===== src/rtl/id_ex_fwd_stage_pkg.sv =====
// Shared definitions for the ID/EX stage: operand-select codes, core widths
// and the control-bundle value carried by a bubble.
package id_ex_fwd_stage_pkg;

  localparam int XLEN      = 32;
  localparam int REG_IDX_W = 5;
  localparam int CTRL_W    = 8;

  localparam logic [1:0] FWD_RF  = 2'b00;
  localparam logic [1:0] FWD_WB  = 2'b01;
  localparam logic [1:0] FWD_MEM = 2'b10;

  localparam logic [CTRL_W-1:0] CTRL_BUBBLE = '0;

endpackage


===== src/rtl/id_ex_fwd_stage_fwd_sel_gen.sv =====
// Operand-select generator for one source register. The select is chosen at
// ID for the stage each producer will occupy once this instruction reaches EX.
module fwd_sel_gen
  import id_ex_fwd_stage_pkg::*;
(
  input  logic [REG_IDX_W-1:0] i_src,
  input  logic                 i_uses,
  input  logic                 i_ex_valid,
  input  logic                 i_ex_reg_write,
  input  logic [REG_IDX_W-1:0] i_ex_rd,
  input  logic                 i_mem_reg_write,
  input  logic [REG_IDX_W-1:0] i_mem_rd,
  output logic [1:0]           o_sel
);

  logic w_ex_hit;
  logic w_mem_hit;

  assign w_ex_hit  = i_ex_valid & i_ex_reg_write & (i_ex_rd != '0) & (i_ex_rd == i_src);
  assign w_mem_hit = i_mem_reg_write & (i_mem_rd != '0) & (i_mem_rd == i_src);

  // The EX producer is the younger one, so it wins over MEM.
  always_comb begin
    o_sel = FWD_RF;
    if (i_uses) begin
      if (w_ex_hit)       o_sel = FWD_MEM;
      else if (w_mem_hit) o_sel = FWD_WB;
    end
  end

endmodule


===== src/rtl/id_ex_fwd_stage.sv =====
// ID/EX pipeline register with load-use stall, WB write-through and
// registered execute-stage operand selects.
module id_ex_fwd_stage
  import id_ex_fwd_stage_pkg::*;
#(
  parameter int XLEN   = id_ex_fwd_stage_pkg::XLEN,
  parameter int CTRL_W = id_ex_fwd_stage_pkg::CTRL_W,
  parameter int CNT_W  = 16
) (
  input  logic                 clk,
  input  logic                 rst_n,
  input  logic                 id_valid,
  input  logic [REG_IDX_W-1:0] id_rs1,
  input  logic [REG_IDX_W-1:0] id_rs2,
  input  logic [REG_IDX_W-1:0] id_rd,
  input  logic                 id_uses_rs1,
  input  logic                 id_uses_rs2,
  input  logic [XLEN-1:0]      id_rs1_data,
  input  logic [XLEN-1:0]      id_rs2_data,
  input  logic [XLEN-1:0]      id_imm,
  input  logic [XLEN-1:0]      id_pc,
  input  logic [CTRL_W-1:0]    id_ctrl,
  input  logic                 id_reg_write,
  input  logic                 id_mem_read,
  input  logic                 id_mem_write,
  input  logic [REG_IDX_W-1:0] mem_rd,
  input  logic                 mem_reg_write,
  input  logic [REG_IDX_W-1:0] wb_rd,
  input  logic                 wb_reg_write,
  input  logic [XLEN-1:0]      wb_wdata,
  input  logic                 hold,
  input  logic                 ex_flush,
  output logic                 stall_o,
  output logic                 ex_valid,
  output logic                 ex_reg_write,
  output logic                 ex_mem_read,
  output logic                 ex_mem_write,
  output logic [REG_IDX_W-1:0] ex_rs1,
  output logic [REG_IDX_W-1:0] ex_rs2,
  output logic [REG_IDX_W-1:0] ex_rd,
  output logic [XLEN-1:0]      ex_rs1_data,
  output logic [XLEN-1:0]      ex_rs2_data,
  output logic [XLEN-1:0]      ex_imm,
  output logic [XLEN-1:0]      ex_pc,
  output logic [CTRL_W-1:0]    ex_ctrl,
  output logic [1:0]           ex_fwd_a_sel,
  output logic [1:0]           ex_fwd_b_sel,
  output logic [CNT_W-1:0]     bubble_cnt
);

  logic                 r_valid, r_reg_write, r_mem_read, r_mem_write;
  logic [REG_IDX_W-1:0] r_rs1, r_rs2, r_rd;
  logic [XLEN-1:0]      r_rs1_data, r_rs2_data, r_imm, r_pc;
  logic [CTRL_W-1:0]    r_ctrl;
  logic [1:0]           r_fwd_a, r_fwd_b;
  logic [CNT_W-1:0]     r_bubble_cnt;

  logic            w_lu, w_capture, w_lu_bubble;
  logic [1:0]      w_fwd_a, w_fwd_b;
  logic [XLEN-1:0] w_rs1_data, w_rs2_data;

  assign w_lu = id_valid & r_valid & r_mem_read & (r_rd != '0) &
                ((id_uses_rs1 & (id_rs1 == r_rd)) | (id_uses_rs2 & (id_rs2 == r_rd)));

  assign stall_o     = w_lu & ~hold & ~ex_flush;
  assign w_lu_bubble = w_lu & ~ex_flush;
  assign w_capture   = id_valid & ~w_lu & ~ex_flush;

  // The register file reads before it writes, so a same-cycle WB value is taken here.
  assign w_rs1_data = (wb_reg_write && wb_rd != '0 && wb_rd == id_rs1) ? wb_wdata : id_rs1_data;
  assign w_rs2_data = (wb_reg_write && wb_rd != '0 && wb_rd == id_rs2) ? wb_wdata : id_rs2_data;

  fwd_sel_gen u_fwd_a (
    .i_src          (id_rs1),
    .i_uses         (id_uses_rs1),
    .i_ex_valid     (r_valid),
    .i_ex_reg_write (r_reg_write),
    .i_ex_rd        (r_rd),
    .i_mem_reg_write(mem_reg_write),
    .i_mem_rd       (mem_rd),
    .o_sel          (w_fwd_a)
  );

  fwd_sel_gen u_fwd_b (
    .i_src          (id_rs2),
    .i_uses         (id_uses_rs2),
    .i_ex_valid     (r_valid),
    .i_ex_reg_write (r_reg_write),
    .i_ex_rd        (r_rd),
    .i_mem_reg_write(mem_reg_write),
    .i_mem_rd       (mem_rd),
    .o_sel          (w_fwd_b)
  );

  always_ff @(posedge clk or negedge rst_n) begin
    if (!rst_n) begin
      r_valid      <= 1'b0;
      r_reg_write  <= 1'b0;
      r_mem_read   <= 1'b0;
      r_mem_write  <= 1'b0;
      r_rs1        <= '0;
      r_rs2        <= '0;
      r_rd         <= '0;
      r_rs1_data   <= '0;
      r_rs2_data   <= '0;
      r_imm        <= '0;
      r_pc         <= '0;
      r_ctrl       <= CTRL_W'(CTRL_BUBBLE);
      r_fwd_a      <= FWD_RF;
      r_fwd_b      <= FWD_RF;
      r_bubble_cnt <= '0;
    end else if (!hold) begin
      if (w_capture) begin
        r_valid     <= 1'b1;
        r_reg_write <= id_reg_write;
        r_mem_read  <= id_mem_read;
        r_mem_write <= id_mem_write;
        r_rs1       <= id_rs1;
        r_rs2       <= id_rs2;
        r_rd        <= id_rd;
        r_rs1_data  <= w_rs1_data;
        r_rs2_data  <= w_rs2_data;
        r_imm       <= id_imm;
        r_pc        <= id_pc;
        r_ctrl      <= id_ctrl;
        r_fwd_a     <= w_fwd_a;
        r_fwd_b     <= w_fwd_b;
      end else begin
        r_valid     <= 1'b0;
        r_reg_write <= 1'b0;
        r_mem_read  <= 1'b0;
        r_mem_write <= 1'b0;
        r_rs1       <= '0;
        r_rs2       <= '0;
        r_rd        <= '0;
        r_rs1_data  <= '0;
        r_rs2_data  <= '0;
        r_imm       <= '0;
        r_pc        <= '0;
        r_ctrl      <= CTRL_W'(CTRL_BUBBLE);
        r_fwd_a     <= FWD_RF;
        r_fwd_b     <= FWD_RF;
      end
      if (w_lu_bubble && r_bubble_cnt != '1)
        r_bubble_cnt <= r_bubble_cnt + 1'b1;
    end
  end

  assign ex_valid     = r_valid;
  assign ex_reg_write = r_reg_write;
  assign ex_mem_read  = r_mem_read;
  assign ex_mem_write = r_mem_write;
  assign ex_rs1       = r_rs1;
  assign ex_rs2       = r_rs2;
  assign ex_rd        = r_rd;
  assign ex_rs1_data  = r_rs1_data;
  assign ex_rs2_data  = r_rs2_data;
  assign ex_imm       = r_imm;
  assign ex_pc        = r_pc;
  assign ex_ctrl      = r_ctrl;
  assign ex_fwd_a_sel = r_fwd_a;
  assign ex_fwd_b_sel = r_fwd_b;
  assign bubble_cnt   = r_bubble_cnt;

endmodule


===== config.mk =====
export PLATFORM = sky130hd
export DESIGN_NAME = id_ex_fwd_stage
export DESIGN_NICKNAME = d
export VERILOG_FILES = /design/src/rtl/id_ex_fwd_stage_pkg.sv /design/src/rtl/id_ex_fwd_stage_fwd_sel_gen.sv /design/src/rtl/id_ex_fwd_stage.sv
export SDC_FILE = /design/constraint.sdc
export NUM_CORES = 1
export LEC_CHECK = 0
export CAP_MARGIN = 15
export CORE_AREA = 4 4 147 149
export DETAILED_ROUTE_END_ITERATION = 12
export DIE_AREA = 0 0 151 153
export HOLD_SLACK_MARGIN = 0.06
export PLACE_DENSITY = 0.76
export SYNTH_ARGS = -nofsm -noshare
export SYNTH_HDL_FRONTEND = slang
export SYNTH_SLANG_ARGS = --single-unit

===== constraint.sdc =====
create_clock -name clk -period 2.17 [get_ports clk]
set_input_delay 0.434 -clock clk [delete_from_list [all_inputs] [get_ports clk]]
set_output_delay 0.434 -clock clk [all_outputs]
set_load 0.01 [all_outputs]

== Word level (Yosys, flattened, before mapping) ==
Cells that the tools add are included.

* Logic and storage cells: 77
* Bits of input ports: 205
* Register bits after elaboration: 175
* Output and inout port bits: 176

* $add $sub $neg: 1
* Bitwise gates (word level): 22
* Mux-type cells: 22
* Eq/ne operators: 9
* Reductions and logical operators: 8

{| class="wikitable"
|+ Operators by type and width
! operator !! number
|-
| 32-bit two-way mux || 6
|-
| 5-bit equality test || 8
|-
| 1-bit bitwise AND || 18
|-
| 16-bit by 1-bit adder with 16-bit output, second input constant || 1
|-
| 16-bit != test, second input constant || 1
|-
| 5-bit two-way mux || 3
|-
| 5-bit nonzero test || 3
|-
| 2-bit two-way mux || 6
|-
| 8-bit two-way mux || 1
|-
| 1-bit two-way mux || 6
|-
| 1-bit logical AND || 4
|-
| 1-bit NOT || 3
|-
| 2-bit AND reduction || 1
|-
| 1-bit OR || 1
|}

== Longest topological paths before layout ==
* Depth in word-level cells: 8
* Mapped depth: 8
* Mapped depth without buffers: 6

== Modules after synthesis ==
From an unflattened synthesis, not the netlist that was laid out.

* Cell total of the unflattened synthesis: 575
* Area, all modules: 7703.6 um^2

{| class="wikitable"
|+ By module, submodules not included
! module !! area an instance (um^2) !! times used !! cells an instance !! sequential area each (um^2)
|-
| id_ex_fwd_stage || 7390.8 || 1 || 529 || 4379.2
|-
| fwd_sel_gen || 156.4 || 2 || 23 || 0.0
|}

== Worst setup path before layout ==
OpenSTA, ideal clock, no wires.

* Kind: register to register
* From: reg r_rd[4], in the netlist ex_rd[4]
* To: reg r_bubble_cnt[10], in the netlist bubble_cnt[10]
* Slack: 0.252 ns
* Period minus slack after synthesis: 1.918 ns
* Setup time: 0.125 ns
* Path buffers: 0
* Arrival time: 1.794 ns
* Data required time: 2.045 ns
* Stages on the path, launching flop included: 7
* Path through: dfrtp_1 xnor2_1 nand3_1 nor3_4 o21bai_4 nor4_1 mux2_2

* Longest elaborated chain between the ends: 7
* Elaborated cells on any way between the ends: 11
* Classes of those cells: eq/ne: 2; bitwise: 6; reduce/logical: 3

{| class="wikitable"
|+ RTL lines
! item !! line !! RTL
|-
| start: declaration || id_ex_fwd_stage.sv:52 || <nowiki>logic [REG_IDX_W-1:0] r_rs1, r_rs2, r_rd;</nowiki>
|-
| start signal: assignment || id_ex_fwd_stage.sv:120 || <nowiki>r_rd <= id_rd;</nowiki>
|-
| 5-bit equality test || id_ex_fwd_stage.sv:63 || <nowiki>((id_uses_rs1 & (id_rs1 == r_rd)) | (id_uses_rs2 & (id_rs2 == r_rd)));</nowiki>
|-
| 1-bit bitwise AND || id_ex_fwd_stage.sv:63 ||
|-
| 1-bit OR || id_ex_fwd_stage.sv:63 ||
|-
| 1-bit bitwise AND (*) || id_ex_fwd_stage.sv:62 || <nowiki>assign w_lu = id_valid & r_valid & r_mem_read & (r_rd != '0) &</nowiki>
|-
| 1-bit bitwise AND (*) || id_ex_fwd_stage.sv:66 || <nowiki>assign w_lu_bubble = w_lu & ~ex_flush;</nowiki>
|-
| 1-bit logical AND (*) || id_ex_fwd_stage.sv:144 || <nowiki>if (w_lu_bubble && r_bubble_cnt != '1)</nowiki>
|-
| 2-bit AND reduction (no line) (*) || -- ||
|-
| end signal: assignment || id_ex_fwd_stage.sv:145 || <nowiki>r_bubble_cnt <= r_bubble_cnt + 1'b1;</nowiki>
|-
| end: declaration || id_ex_fwd_stage.sv:56 || <nowiki>logic [CNT_W-1:0] r_bubble_cnt;</nowiki>
|}

Every way passes the cells marked *; elsewhere a longest branch is shown, timed or not.
A chain may end at the register's enable or synchronous reset.

== Final worst setup path ==
* From: in wb_rd[3]
* To: reg r_rs2_data[28], in the netlist ex_rs2_data[28]

* Longest elaborated chain between the ends: 5
* Elaborated cells on any way between the ends: 6
* Classes of those cells: eq/ne: 1; mux: 2; reduce/logical: 3

{| class="wikitable"
|+ RTL lines
! item !! line !! RTL
|-
| start: declaration || id_ex_fwd_stage.sv:28 || <nowiki>input logic [REG_IDX_W-1:0] wb_rd,</nowiki>
|-
| 5-bit nonzero test || id_ex_fwd_stage.sv:71 || <nowiki>assign w_rs2_data = (wb_reg_write && wb_rd != '0 && wb_rd == id_rs2) ? wb_wdata : id_rs2_data;</nowiki>
|-
| 1-bit logical AND || id_ex_fwd_stage.sv:71 ||
|-
| 1-bit logical AND (*) || id_ex_fwd_stage.sv:71 ||
|-
| 32-bit two-way mux (*) || id_ex_fwd_stage.sv:71 ||
|-
| 32-bit two-way mux (*) || id_ex_fwd_stage.sv:113 || <nowiki>if (w_capture) begin</nowiki>
|-
| end signal: assignment || id_ex_fwd_stage.sv:122 || <nowiki>r_rs2_data <= w_rs2_data;</nowiki>
|-
| end: declaration || id_ex_fwd_stage.sv:53 || <nowiki>logic [XLEN-1:0] r_rs1_data, r_rs2_data, r_imm, r_pc;</nowiki>
|}

Marks and branches as above.

==> out/results.txt <==
The flow ran to the end, and the final reports show no timing, DRC or antenna violations. After floorplanning, the core was sized to cover 0.0202 mm2. Most frequently used flop master after synthesis: sky130_fd_sc_hd__dfrtp_1.

The hold violation total from the final report was 0; the final period utilization was 0.977. The area of all placed cells without fillers was 0.0128 mm2; the delay of the slowest cell on the worst path was 0.53 ns. For this design the top-level I/O count stands at 381. At the end of the flow, the number of nets in the layout was 1,256.

The areal power density over the cells works out to 636 mW/mm2. The run gives 0.0231 mm2 as the area of the die. The final-report setup violation count came out at 0.

Slew of the pin with the lowest slew margin: 0.656 ns. The first global-routing pass estimated 38,700 um of wire. The fraction of power consumed by sequential logic is 0.432, and the synthesis-to-layout area growth is 69.1%. The run gives 175 as the TritonCTS sink count. The number of design-rule violations left by the first detailed-router iteration is 243. The worst setup path is launched from an input port. The share of synthesized flip-flops with an asynchronous set or reset is 1.00. The number of H-tree levels was 4; the post-CTS clock slew at the launch and capture registers of the worst setup and hold paths was 0.07 ns. The cell internal power dissipation was 6.13 mW; the residual antenna-violating net count after detailed routing was 0. The logs give 19,400 um for the estimated wirelength of the detail-placed design and 2.02 mW for the reported net switching power.

Final hold analysis gives a worst-case slack of 0.374 ns. The overall track demand over capacity in global routing came out at 0.216. The net switching fraction of the power was 0.248. The cell sitting at the root of the clock tree is a sky130_fd_sc_hd__clkbuf_16. The via density per instance was 5.02. The tool flagged a number of max-cap violations equal to 0. The final cell utilization of the core was 0.635. The peak fanout along the critical path was 16; the number of register bits inferred by synthesis was 175. The worst path in the final design needs a cycle of 2.12 ns, including I/O delays and setup.

The slowest stage cell on the critical path is sky130_fd_sc_hd__or4_1. The logs give 6,869 for the via count of the first global-routing pass and 6,689 for the routed via count. The tools report the count of warnings emitted by yosys as 0. The type of the setup path with the least slack is in2reg.

The library cell used most frequently in the layout, excluding fill and tap cells, is sky130_fd_sc_hd__clkdlybuf4s50_1. Once placement finished, the instance area stood at 0.0120 mm2. The worst-case headroom to the max-slew limit was 0.563. The initial antenna violation count came out at 3. The number of port buffers was 380. TritonCTS built the clock tree.

The setup TNS was 0 ns; the wire length per cell was 19.9 um. The tools report the maximum number of pins on one net before global-route repair as 115. Summed over all cells, the static leakage comes to 5.47 nW. For the worst vdd rail ir drop, the log shows 0.497 mV. The floorplan has 52 rows. Synthesis produced a netlist whose cell count is 629.

For the portion of total power attributed to the clock network, the log shows 0.395. No sink is reached through more buffers than the 2 on the longest clock path. For this run the aggregate overflow at the end of global routing stands at 0. The share of power burned in combinational logic is 0.173, and the placer's final routability congestion estimate is 0.841.

Post-synthesis net count: 835. Timing would allow up to 471 MHz. The tools report the type of destination of the critical path as a flip-flop. The total length of routed wires was 26,500 um; the average instance area after synthesis was 12.0 um2. The max-slew violation total from the final report came out at 0. Wire segments on met3 add up to 2420 um in the final route.

Worst endpoint data arrival time: 2.42 ns. In this run the worst hold path is classified as in2async. Setup repair after global routing could not meet its margin everywhere. The mapped netlist covers 0.00757 mm2.

Detailed-route wire length on metal 1: 10,300 um. The starting density of the core came out at 0.376. In the layout the commonest cells are sky130_fd_sc_hd__clkdlybuf4s50_1, sky130_fd_sc_hd__dfrtp_1, sky130_fd_sc_hd__a22o_1.

Wire length on met2: 13,000 um. The clock reaches the later pin of the worst-skew pair after 0.42 ns. The die is 151 um wide. The floorplan die height works out to 153 um. In this run, synthesis inferred 0 flip-flops with an integrated enable. Counting cells, the worst reg-to-reg path comes to 8. For the sequential fraction of the synthesis area, the log shows 0.578. For this run, design rule violations remaining after detail routing come to 0.

The share of post-route cells with drive strength above 1 works out to 0.120. The uppermost layer routed was met5. Walking the worst path, the cells encountered are clkdlybuf4s50_1 > or4_1 > o21ai_4 > nor4_4 > buf_4 > clkbuf_16 > mux2i_1 > o21ai_0. After synthesis, the netlist uses 38 different library cells. For the final database, setup skew stands at 0.0102 ns. The run gives 2.47 ns as the worst path required time. For the number of detailed-routing iterations run before antenna repair, the log shows 6.

The number of clock buffers added by TritonCTS is 17.
worst max-delay path: cells and delay by family:
| family | cells | cell delay (ns) |
|---|---|---|
| AOI/OAI and AO/OA | 2 | 0.31 |
| buffers and inverters | 3 | 0.82 |
| muxes | 1 | 0.22 |
| and+or+nand+nor | 2 | 0.60 |
cell usage after synthesis, drive strengths merged (6+ instances only):
cell / number / share of area
a22o: 90 / 0.10
buf: 18 / 0.022
clkbuf: 23 / 0.011
dfrtp: 175 / 0.58
mux2i: 64 / 0.085
nand2: 82 / 0.041
nand3: 9 / 0.0059
nand4: 6 / 0.0050
nor2: 9 / 0.0045
nor3: 9 / 0.0089
nor4: 6 / 0.0089
o21ai: 67 / 0.045
xnor2: 19 / 0.022
xor2: 23 / 0.027
per-stage QoR:
stage / total power [mW] / setup slack [ns] / std cells
CTS: 8.22 / 0.000506 / 1326
detailed placement: 4.97 / -0.499 / 1292
floorplan: 4.00 / 0.252 / 629
global placement: 4.95 / -0.482 / 1292
finish: 8.15 / 0.0489 / 1333
global route: 8.48 / -0.0130 / 1333
per-layer routing:
layer	global-route usage	vias to the layer above
li1	-	3128
met1	0.250	3235
met2	0.366	276
met3	0.0755	46
met4	0.0842	4
met5	0	-
worst paths after layout:
path / from / endpoint / slack (ns)
max in group asynchronous: rst_n / ex_imm[30] / 0.96
hold / removal: rst_n / bubble_cnt[1] / 0.37
setup / recovery: wb_rd[3] / ex_rs2_data[28] / 0.05
setup reg to reg: ex_rd[1] / bubble_cnt[10] / 0.08
hold reg to reg: ex_rs2_data[21] / ex_rs2_data[21] / 0.48
min in group clk: id_rs2[3] / ex_rs2[3] / 0.45
timing repair:
item	4_1_cts	5_1_grt
setup buffers	2	4
pin swaps	6	11
endpoints found under the hold margin	11	0
setup endpoints to repair	1	44
gates resized for setup	12	26
gates cloned	0	2
hold buffers	1	0
sequential cells by signal, indices dropped and copies added, names as in the netlist, 2 cells and up:
signal and cells:
bubble_cnt 16, ex_ctrl 8, ex_fwd_a_sel 2, ex_fwd_b_sel 2
ex_imm 32, ex_pc 32, ex_rd 5, ex_rs1 5
ex_rs1_data 32, ex_rs2 5, ex_rs2_data 32
power by group through the flow:
stage | clock network [mW] | registers, mW | logic, mW
2_1_floorplan | 0 | 3.65 | 0.341
3_3_place_gp | 0 | 3.58 | 1.38
3_5_place_dp | 0 | 3.58 | 1.39
4_1_cts | 3.30 | 3.52 | 1.40
5_1_grt | 3.43 | 3.54 | 1.51
6_report | 3.22 | 3.52 | 1.41
layout make-up:
| type | count | area, um2 |
|---|---|---|
| multi-input combinational | 410 | 3040 |
| clock inverter | 13 | 174 |
| sequential | 175 | 4380 |
| inverter | 3 | 11.3 |
| clock buffer | 18 | 439 |
| fill | 1620 | 7360 |
| antenna | 1 | 2.50 |
| timing repair buffer | 443 | 4420 |
| tap | 270 | 338 |
logic make-up after synthesis:
group                      count (synthesis)  synth area share
xor gates and xnor gates                  42            0.0486
AOI/OAI and AO/OA                        167             0.161
muxes                                     68            0.0905
and+or+nand+nor                          132            0.0846
buffers and inverters                     44            0.0353
adders and majority gates                  1           0.00165
DFF                                      175             0.578
Note: power is estimated with default switching activity, not from simulation.
